**src/rtl/ceespu_branch_update_ctrl_if.sv**
```systemverilog
// Fetch/execute side bundle for the branch update controller.
//   enq_*  : fetch pushes a predicted branch (valid/ready handshake)
//   res_*  : execute resolves the oldest outstanding branch
// master modport: fetch/execute driver; slave modport: the controller.
interface ceespu_branch_update_ctrl_if;
    logic        enq_valid;
    logic        enq_ready;
    logic [15:0] enq_address;
    logic [1:0]  enq_state;
    logic        enq_prediction;
    logic        res_valid;
    logic        res_taken;
    logic [15:0] res_target;

    modport master (
        output enq_valid, enq_address, enq_state, enq_prediction,
        output res_valid, res_taken, res_target,
        input  enq_ready
    );

    modport slave (
        input  enq_valid, enq_address, enq_state, enq_prediction,
        input  res_valid, res_taken, res_target,
        output enq_ready
    );
endinterface

```
**src/rtl/ceespu_branch_update_ctrl.sv**
```systemverilog
// Gshare training / misprediction recovery controller.
// Tracks predicted branches in an in-order FIFO, compares each resolved
// outcome against its prediction, strobes the predictor update port and,
// on a mispredict, flushes wrong-path entries and issues a redirect.
// Ports:
//   clk, rst                 : clock, synchronous active-high reset
//   bus (slave)              : enq_* push from fetch, res_* resolve from execute
//   update_table             : one-cycle predictor write strobe
//   branch_address/_prediction_state/_taken : predictor update payload
//   flush, redirect_address  : one-cycle flush pulse and correct fetch address
//   outstanding              : FIFO occupancy
//   stat_branches/_mispredicts : saturating statistics
module ceespu_branch_update_ctrl #(
    parameter int DEPTH_LOG2   = 2,
    parameter int FLUSH_CYCLES = 2
) (
    input  logic                   clk,
    input  logic                   rst,
    ceespu_branch_update_ctrl_if.slave bus,
    output logic                   update_table,
    output logic [15:0]            branch_address,
    output logic [1:0]             branch_prediction_state,
    output logic                   branch_taken,
    output logic                   flush,
    output logic [15:0]            redirect_address,
    output logic [DEPTH_LOG2:0]    outstanding,
    output logic [15:0]            stat_branches,
    output logic [15:0]            stat_mispredicts
);
    localparam int DEPTH = 1 << DEPTH_LOG2;

    localparam logic [0:0] ST_RUN   = 1'b0;
    localparam logic [0:0] ST_FLUSH = 1'b1;

    logic [0:0]            state;
    logic [3:0]            flush_cnt;
    logic [DEPTH_LOG2-1:0] wr_ptr;
    logic [DEPTH_LOG2-1:0] rd_ptr;

    logic [15:0] addr_mem [DEPTH];
    logic [1:0]  state_mem [DEPTH];
    logic        pred_mem [DEPTH];

    logic        push;
    logic        pop;
    logic        mispredict;
    logic [15:0] head_addr;
    logic [1:0]  head_state;
    logic        head_pred;

    // Occupancy never exceeds DEPTH, so the MSB alone marks "full".
    assign bus.enq_ready = (state == ST_RUN) && !outstanding[DEPTH_LOG2];

    always_comb begin
        head_addr  = addr_mem[rd_ptr];
        head_state = state_mem[rd_ptr];
        head_pred  = pred_mem[rd_ptr];
        push       = bus.enq_valid && bus.enq_ready;
        pop        = bus.res_valid && (state == ST_RUN) && (outstanding != '0);
        mispredict = pop && (bus.res_taken != head_pred);
    end

    // Storage needs no reset; validity is tracked by the pointers/occupancy.
    always_ff @(posedge clk) begin
        if (push) begin
            addr_mem[wr_ptr]  <= bus.enq_address;
            state_mem[wr_ptr] <= bus.enq_state;
            pred_mem[wr_ptr]  <= bus.enq_prediction;
        end
    end

    always_ff @(posedge clk) begin
        if (rst) begin
            wr_ptr      <= '0;
            rd_ptr      <= '0;
            outstanding <= '0;
        end else if (mispredict) begin
            // Everything still queued is wrong-path, including a same-cycle push.
            wr_ptr      <= '0;
            rd_ptr      <= '0;
            outstanding <= '0;
        end else begin
            if (push)
                wr_ptr <= wr_ptr + DEPTH_LOG2'(1);
            if (pop)
                rd_ptr <= rd_ptr + DEPTH_LOG2'(1);
            if (push && !pop)
                outstanding <= outstanding + (DEPTH_LOG2+1)'(1);
            else if (pop && !push)
                outstanding <= outstanding - (DEPTH_LOG2+1)'(1);
        end
    end

    // FLUSH holds for exactly FLUSH_CYCLES cycles: leave after the cycle
    // in which the counter reads 1.
    always_ff @(posedge clk) begin
        if (rst) begin
            state     <= ST_RUN;
            flush_cnt <= '0;
        end else if (state == ST_RUN) begin
            if (mispredict) begin
                state     <= ST_FLUSH;
                flush_cnt <= 4'(FLUSH_CYCLES);
            end
        end else begin
            if (flush_cnt == 4'd1)
                state <= ST_RUN;
            else
                flush_cnt <= flush_cnt - 4'd1;
        end
    end

    always_ff @(posedge clk) begin
        if (rst) begin
            update_table            <= 1'b0;
            flush                   <= 1'b0;
            branch_address          <= '0;
            branch_prediction_state <= '0;
            branch_taken            <= 1'b0;
            redirect_address        <= '0;
            stat_branches           <= '0;
            stat_mispredicts        <= '0;
        end else begin
            update_table <= pop;
            flush        <= mispredict;
            if (pop) begin
                branch_address          <= head_addr;
                branch_prediction_state <= head_state;
                branch_taken            <= bus.res_taken;
                if (stat_branches != '1)
                    stat_branches <= stat_branches + 16'd1;
            end
            if (mispredict) begin
                redirect_address <= bus.res_taken ? bus.res_target : head_addr + 16'd4;
                if (stat_mispredicts != '1)
                    stat_mispredicts <= stat_mispredicts + 16'd1;
            end
        end
    end
endmodule
```
**src/flat_wrapper.sv**
```systemverilog
// flat-port wrapper written by rule: the top's interface ports become plain ports
module ceespu_branch_update_ctrl_flat 
#(
    parameter int DEPTH_LOG2   = 2,
    parameter int FLUSH_CYCLES = 2
)
  (clk, rst, update_table, branch_address, branch_prediction_state, branch_taken, flush, redirect_address, outstanding, stat_branches, stat_mispredicts, bus_enq_valid, bus_enq_address, bus_enq_state, bus_enq_prediction, bus_res_valid, bus_res_taken, bus_res_target, bus_enq_ready);
  ceespu_branch_update_ctrl_if bus_i ();
  input  logic clk;
  input  logic rst;
  output logic update_table;
  output logic [15:0] branch_address;
  output logic [1:0] branch_prediction_state;
  output logic branch_taken;
  output logic flush;
  output logic [15:0] redirect_address;
  output logic [DEPTH_LOG2:0] outstanding;
  output logic [15:0] stat_branches;
  output logic [15:0] stat_mispredicts;
  input wire logic [$bits(bus_i.enq_valid)-1:0] bus_enq_valid;
  input wire logic [$bits(bus_i.enq_address)-1:0] bus_enq_address;
  input wire logic [$bits(bus_i.enq_state)-1:0] bus_enq_state;
  input wire logic [$bits(bus_i.enq_prediction)-1:0] bus_enq_prediction;
  input wire logic [$bits(bus_i.res_valid)-1:0] bus_res_valid;
  input wire logic [$bits(bus_i.res_taken)-1:0] bus_res_taken;
  input wire logic [$bits(bus_i.res_target)-1:0] bus_res_target;
  output wire logic [$bits(bus_i.enq_ready)-1:0] bus_enq_ready;
  assign bus_i.enq_valid = bus_enq_valid;
  assign bus_i.enq_address = bus_enq_address;
  assign bus_i.enq_state = bus_enq_state;
  assign bus_i.enq_prediction = bus_enq_prediction;
  assign bus_i.res_valid = bus_res_valid;
  assign bus_i.res_taken = bus_res_taken;
  assign bus_i.res_target = bus_res_target;
  assign bus_enq_ready = bus_i.enq_ready;
  ceespu_branch_update_ctrl #(.DEPTH_LOG2(DEPTH_LOG2), .FLUSH_CYCLES(FLUSH_CYCLES)) u_core (.clk(clk), .rst(rst), .bus(bus_i), .update_table(update_table), .branch_address(branch_address), .branch_prediction_state(branch_prediction_state), .branch_taken(branch_taken), .flush(flush), .redirect_address(redirect_address), .outstanding(outstanding), .stat_branches(stat_branches), .stat_mispredicts(stat_mispredicts));
endmodule
```
**config.mk**
```make
export PLATFORM = sky130hd
export DESIGN_NAME = ceespu_branch_update_ctrl_flat
export DESIGN_NICKNAME = d
export VERILOG_FILES = /design/src/rtl/ceespu_branch_update_ctrl_if.sv /design/src/rtl/ceespu_branch_update_ctrl.sv /design/src/flat_wrapper.sv
export SDC_FILE = /design/constraint.sdc
export NUM_CORES = 1
export LEC_CHECK = 0
export BUFFER_PORTS_ARGS = -buffer_cell sky130_fd_sc_hd__buf_4
export CORE_ASPECT_RATIO = 0.7
export CORE_MARGIN = 3
export CORE_UTILIZATION = 26
export DETAILED_ROUTE_END_ITERATION = 8
export PLACE_DENSITY = 0.51
export SYNTH_ARGS = -nofsm -noshare
export SYNTH_HDL_FRONTEND = slang
export SYNTH_SLANG_ARGS = --single-unit
```
**constraint.sdc**
```tcl
create_clock -name clk -period 2.7 [get_ports clk]
set_clock_uncertainty 0.2 [all_clocks]
set_input_delay 0.405 -clock clk [delete_from_list [all_inputs] [get_ports clk]]
set_output_delay 0.405 -clock clk [all_outputs]
set_load 0.03 [all_outputs]
```
### Word level (Yosys, flattened, before mapping)

Memories as Yosys holds them, arrays and structs flattened. A register that Yosys moved wholly into a read port is not among the register bits.
Index checks and enable logic that the tools add are counted.

* add/sub/neg operators: 8
* equality and inequality tests: 5
* mux-type cells: 15
* bitwise logic cells: 1
* reduce and logical (&&, ||, !) cells: 17

Operators by type and width (count)
* 16-bit by 1-bit adder with 16-bit output (second input constant): 2
* 16-bit != test (second input constant): 2
* 16-bit by 3-bit adder with 16-bit output (second input constant): 1
* 16-bit two-way mux: 1
* 4-bit two-way mux: 3
* 2-bit two-way mux: 4
* 1-bit logical AND: 7
* 3-bit two-way mux: 2
* 2-bit AND reduction: 3
* 1-bit two-way mux: 5
* 2-bit by 1-bit adder with 2-bit output (second input constant): 2
* 4-bit by 1-bit equality test with 1-bit output (second input constant): 1
* 2-bit nonzero test: 2
* 4-bit by 1-bit subtractor with 4-bit output (second input constant): 1
* 3-bit by 1-bit adder with 3-bit output (second input constant): 1
* 1-bit logical NOT: 3
* 3-bit nonzero test: 1
* 3-bit by 1-bit subtractor with 3-bit output (second input constant): 1
* 2-bit != test (second input constant): 1
* 2-bit OR reduction: 1
* 1-bit != test: 1
* 1-bit inverter: 1

* register bits: 79
* bits in writable memories: 76
* input bits: 40
* output and inout bits: 73
* word-level logic and storage cells: 61
* memories kept: 3

Memories
* u_core.addr_mem: depth 4, bits a word 16, rd ports 1, clocked after memory_dff 1, wr ports 1, line ceespu_branch_update_ctrl.sv:40 `logic [15:0] addr_mem [DEPTH];`
* u_core.state_mem: depth 4, bits a word 2, rd ports 1, clocked after memory_dff 1, wr ports 1, line ceespu_branch_update_ctrl.sv:41 `logic [1:0] state_mem [DEPTH];`
* u_core.pred_mem: depth 4, bits a word 1, rd ports 1, clocked after memory_dff 1, wr ports 1, line ceespu_branch_update_ctrl.sv:42 `logic pred_mem [DEPTH];`

### Logic depth before layout (Yosys ltp)

* depth in word-level cells: 7
* gate-level depth with buffers: 12

### Worst setup path after synthesis

OpenSTA, ideal clock, no wires.

* path type: register -> register
* start point: register u_core.outstanding[0]
* end point: register u_core.outstanding[2]
* setup time: 0.137 ns
* arrival time: 2.697 ns
* data required time: 2.363 ns
* setup slack: -0.333 ns
* cell stages (with the launch flop): 12
* path buffers: 1
* period minus slack after synthesis: 3.033 ns
* path through: dfxtp_1 > nor3_1 > nor2_2 > inv_2 > buf_1 > ha_1 > inv_1 > fa_1 > xor2_1 > nor2_1 > xnor2_1 > nor2_1

* longest elaborated chain between the ends: 5
* elaborated cells on any way between the ends: 12

Ends and longest elaborated chain
* from (decl): line ceespu_branch_update_ctrl.sv:26 `output logic [DEPTH_LOG2:0] outstanding,`
* from (signal assigned): line ceespu_branch_update_ctrl.sv:88 `outstanding <= outstanding + (DEPTH_LOG2+1)'(1);`
* from (signal assigned): line ceespu_branch_update_ctrl.sv:90 `outstanding <= outstanding - (DEPTH_LOG2+1)'(1);`
* branches (longest 5 deep; another with 3-bit by 1-bit subtractor with 3-bit output)

Several ways; the timed one is not identified. The select of a mux whose other input is x is not followed.
A chain may end at the register's enable or synchronous reset.

==> run_summary.xml <==
<?xml version="1.0" encoding="UTF-8"?>
<metrics>
  <group name="route">
    <metric name="wl" unit="um">17800</metric>
    <metric name="antenna_left" unit="">0</metric>
    <metric name="route.detailed.drc" unit="">0</metric>
    <metric name="drt-pass1-iter-count" unit="">5</metric>
    <metric name="avgViaCountPerCell" unit="">4.65</metric>
    <metric name="vias" unit="">4870</metric>
    <metric name="routedWlPerCell" unit="um">17.0</metric>
    <metric name="first_iter_violations" unit="">313</metric>
  </group>
  <group name="power">
    <metric name="p_per_area" unit="mW/mm^2">948</metric>
    <metric name="fin_total_pwr" unit="uW">8340</metric>
    <metric name="static-leakage-power" unit="uW">0.00326</metric>
    <metric name="irDropWorstVdd" unit="uV">623</metric>
  </group>
  <group name="critical_path">
    <metric name="worst-setup-path-type" unit="">flip-flop to flip-flop</metric>
    <metric name="crit_fanout" unit="">16</metric>
    <metric name="timing.critical_path.to_type" unit="">flip-flop</metric>
    <metric name="arrival" unit="ns">2.55</metric>
    <metric name="slowest_stage" unit="">sky130_fd_sc_hd__mux4_2</metric>
    <metric name="start_kind" unit="">flip-flop</metric>
    <metric name="worst_path_max_stage_delay" unit="ns">0.57</metric>
    <metric name="worst_ep_required_time" unit="ns">2.78</metric>
    <metric name="critical_path_cell_list" unit="">buf_12 -&gt; mux4_2 -&gt; ha_1 -&gt; nand3_1 -&gt; nor4_1 -&gt; xnor2_1 -&gt; o22ai_1</metric>
  </group>
  <group name="sta">
    <metric name="final_min_period_over_clock_period" unit="%">91.2</metric>
    <metric name="finalSetupTns" unit="ns">0</metric>
    <metric name="max_freq" unit="MHz">406</metric>
    <metric name="min_period" unit="ns">2.46</metric>
    <metric name="tightestPinTransition" unit="ns">0.575</metric>
    <metric name="setup_viol_count_final" unit="">0</metric>
    <metric name="drv_slew" unit="">0</metric>
    <metric name="timing.slew.headroom" unit="%">61.4</metric>
    <metric name="setup_repair_after_global_routing_missed_its_margin" unit="">false</metric>
    <metric name="timing.final.hold_violations" unit="">0</metric>
  </group>
  <group name="synthesis">
    <metric name="synth_top_cells_by_area" unit="">sky130_fd_sc_hd__edfxtp_1 34%, sky130_fd_sc_hd__dfxtp_1 25%, sky130_fd_sc_hd__mux4_2 5.8%, sky130_fd_sc_hd__nand2_1 3.7%, sky130_fd_sc_hd__xor2_1 3.0%</metric>
    <metric name="ys_dominant_reg_cell" unit="">sky130_fd_sc_hd__dfxtp_1</metric>
    <metric name="synth_async_sr_flop_share" unit="%">0</metric>
    <metric name="yosysTopAreaCell" unit="">sky130_fd_sc_hd__edfxtp_1</metric>
    <metric name="synth_enable_flop_cells" unit="">76</metric>
    <metric name="synth.distinct_cells" unit="">51</metric>
    <metric name="synthesis.yosys.warnings" unit="">0</metric>
    <metric name="post_synth.cell_area_avg" unit="um^2">11.9</metric>
    <metric name="ys_seq_area_share" unit="%">59.3</metric>
    <metric name="synthesis.nets" unit="">612</metric>
    <metric name="post_synthesis_instance_area" unit="mm^2">0.00665</metric>
    <metric name="yosysTopAreaCellShare" unit="%">34.3</metric>
    <metric name="postSynthCellCount" unit="">561</metric>
    <metric name="synth.ff_latch_count" unit="">159</metric>
  </group>
  <group name="global_route">
    <metric name="grt_max_degree" unit="">34</metric>
    <metric name="global_route_wire_length_before_repair" unit="um">27900</metric>
    <metric name="number_of_global_route_vias_before_repair" unit="">4772</metric>
    <metric name="overflow" unit="">0</metric>
    <metric name="grt_usage" unit="%">13.2</metric>
    <metric name="grt_antenna_before_repair" unit="">1</metric>
  </group>
  <group name="layout">
    <metric name="final_layout_size_suffix_gt1_share" unit="%">26.5</metric>
    <metric name="n_diodes" unit="">0</metric>
    <metric name="final_nets" unit="">760</metric>
    <metric name="layout_common_cells" unit="">132 x sky130_fd_sc_hd__buf_4, 83 x sky130_fd_sc_hd__dfxtp_1, 76 x sky130_fd_sc_hd__edfxtp_1, 66 x sky130_fd_sc_hd__nand2_1, 44 x sky130_fd_sc_hd__nor2_1</metric>
    <metric name="area_growth_syn_to_layout" unit="%">32.2</metric>
    <metric name="final_common_cell" unit="">sky130_fd_sc_hd__buf_4</metric>
  </group>
  <group name="placed_design">
    <metric name="hpwlAfterDp" unit="um">12900</metric>
    <metric name="gp_routability_congestion" unit="">0.723</metric>
    <metric name="port-buffer-count" unit="">112</metric>
  </group>
  <group name="cts">
    <metric name="number_of_buffers_inserted_during_clock_tree_synthesis" unit="">17</metric>
    <metric name="clkTransAtPathRegs" unit="ns">0.07</metric>
    <metric name="cts_max_path_buffers" unit="">2</metric>
    <metric name="clock_insertion_delay_at_the_later_pin_of_the_skew_report" unit="ns">0.43</metric>
    <metric name="clk_root_buffer_cell" unit="">sky130_fd_sc_hd__clkbuf_16</metric>
    <metric name="hold_buffers" unit="">19</metric>
    <metric name="post-cts-setup-buffers" unit="">0</metric>
    <metric name="h-tree-depth" unit="">4</metric>
    <metric name="cts_resized" unit="">0</metric>
    <metric name="clock_sink_count" unit="">159</metric>
    <metric name="cts_tree" unit="">built</metric>
  </group>
  <group name="floorplanning">
    <metric name="boundaryPins" unit="">113</metric>
    <metric name="die_w" unit="um">197</metric>
    <metric name="coreArea" unit="mm^2">0.0249</metric>
    <metric name="die_height" unit="um">140</metric>
    <metric name="num_rows" unit="">48</metric>
    <metric name="start_util" unit="%">26.7</metric>
    <metric name="die_area" unit="mm^2">0.0276</metric>
  </group>
  <group name="worst_hold_path">
    <metric name="worst_hold_path_type" unit="">input port to flip-flop</metric>
  </group>
  <group name="outcome">
    <metric name="outcome" unit="">finished, final reports clean</metric>
  </group>
  <group name="run">
    <metric name="cap_viol_max_count" unit="">0</metric>
  </group>
</metrics>
area by class of cell:
class                      instances  area [um^2]
fill                            2462        16100
clock buffer                      18          439
multi-input combinational        365         2560
inverter                          14         52.6
clock inverter                    14          184
timing repair buffer             152         1200
tap                              325          407
sequential                       159         3940
state kept, by name (all words and copies together), names as in the netlist, 2 cells and up, named ones only:
register,flops
u_core.addr_mem,64
u_core.branch_prediction_state,2
u_core.outstanding,3
u_core.branch_address,16
u_core.pred_mem,4
u_core.flush_cnt,4
u_core.state_mem,8
u_core.rd_ptr,2
u_core.wr_ptr,2
u_core.stat_branches,16
u_core.stat_mispredicts,16
u_core.redirect_address,16
worst max-delay path, delay by kind of cell, from the launching register on:
| kind | cells | cell delay, ns |
|---|---|---|
| AOI/OAI and AO/OA | 1 | 0.09 |
| xor gates and xnor gates | 1 | 0.18 |
| adders and majority gates | 1 | 0.25 |
| buffers and inverters | 1 | 0.21 |
| DFF | 1 | 0.41 |
| muxes | 1 | 0.57 |
| and+or+nand+nor | 2 | 0.42 |
where the power goes:
| part | leakage, uW | internal [uW] | total, uW | switching [uW] |
|---|---|---|---|---|
| sequential | 0.00137 | 2940 | 3180 | 243 |
| combinational | 0.00159 | 1050 | 2660 | 1610 |
| clock | 0.000307 | 1370 | 2500 | 1130 |
| total | 0.00326 | 5360 | 8340 | 2980 |
layer usage:
layer  vias up  track usage (%)  share of wire [%]  wire, um
met3        14             3.58                5.1       906
met5         -                0              0.073        13
met2       131             19.6                 44      7840
li1       2380                -                  -         -
met1      2343             19.1                 50      8860
met4         2             3.34                1.2       208
metrics by stage:
step	worst slack [ns]	util [%]	area, um^2	hold WS (ns)	cells
finish	0.238	35.3	8790	0.0835	1047
global route	0.107	35.3	8790	0.0852	1047
CTS	0.235	35.3	8790	0.0621	1047
detailed placement	0.245	32.0	7980	0.254	996
global placement	0.273	32.0	7980	0.250	996
floorplan	0.0777	-	6670	0.282	561
Yosys cell counts, types with 4 or more instances:
| cell | number |
|---|---|
| sky130_fd_sc_hd__inv_1 | 13 |
| sky130_fd_sc_hd__a21oi_1 | 33 |
| sky130_fd_sc_hd__o21ai_0 | 21 |
| sky130_fd_sc_hd__mux2i_1 | 5 |
| sky130_fd_sc_hd__nor2_1 | 45 |
| sky130_fd_sc_hd__xor2_1 | 23 |
| sky130_fd_sc_hd__nand4_1 | 15 |
| sky130_fd_sc_hd__xnor2_1 | 14 |
| sky130_fd_sc_hd__dfxtp_1 | 83 |
| sky130_fd_sc_hd__or3_1 | 9 |
| sky130_fd_sc_hd__and3_1 | 8 |
| sky130_fd_sc_hd__nand2_1 | 66 |
| sky130_fd_sc_hd__a22o_1 | 9 |
| sky130_fd_sc_hd__o22ai_1 | 7 |
| sky130_fd_sc_hd__nor3_1 | 11 |
| sky130_fd_sc_hd__and4_1 | 4 |
| sky130_fd_sc_hd__and2_1 | 6 |
| sky130_fd_sc_hd__mux4_2 | 17 |
| sky130_fd_sc_hd__nor4_1 | 5 |
| sky130_fd_sc_hd__buf_1 | 4 |
| sky130_fd_sc_hd__clkbuf_1 | 15 |
| sky130_fd_sc_hd__a22oi_1 | 7 |
| sky130_fd_sc_hd__edfxtp_1 | 76 |
| sky130_fd_sc_hd__nand3_1 | 16 |
| sky130_fd_sc_hd__ha_1 | 10 |
path summary, 6_finish.rpt:
kind | from | end | slack, ns | cells after the start
setup / recovery | flip-flop | u_core.redirect_address[14]$_SDFFE_PP0P_ | 0.24 | 7
hold / removal | bus_res_target[1] | u_core.redirect_address[1]$_SDFFE_PP0P_ | 0.08 | 3
setup reg to reg | flip-flop | u_core.redirect_address[14]$_SDFFE_PP0P_ | 0.24 | 7
hold reg to reg | u_core.branch_address[9]$_SDFFE_PP0P_ | u_core.branch_address[9]$_SDFFE_PP0P_ | 0.26 | 2
cells by family (layout without fill, tap and decap cells):
kind of cell / after synthesis / in the layout / synth area share [%]
multiplexers: 25 / 25 / 7.47
XOR/XNOR: 38 / 38 / 5.29
AO/OA/AOI/OAI: 94 / 94 / 8.92
AND/OR/NAND/NOR: 197 / 197 / 14.5
flip-flops: 159 / 159 / 59.3
buffers and inverters: 37 / 198 / 2.35
adder cells (fa/ha/maj): 11 / 11 / 2.18
Note: power is estimated with default switching activity, not from simulation.
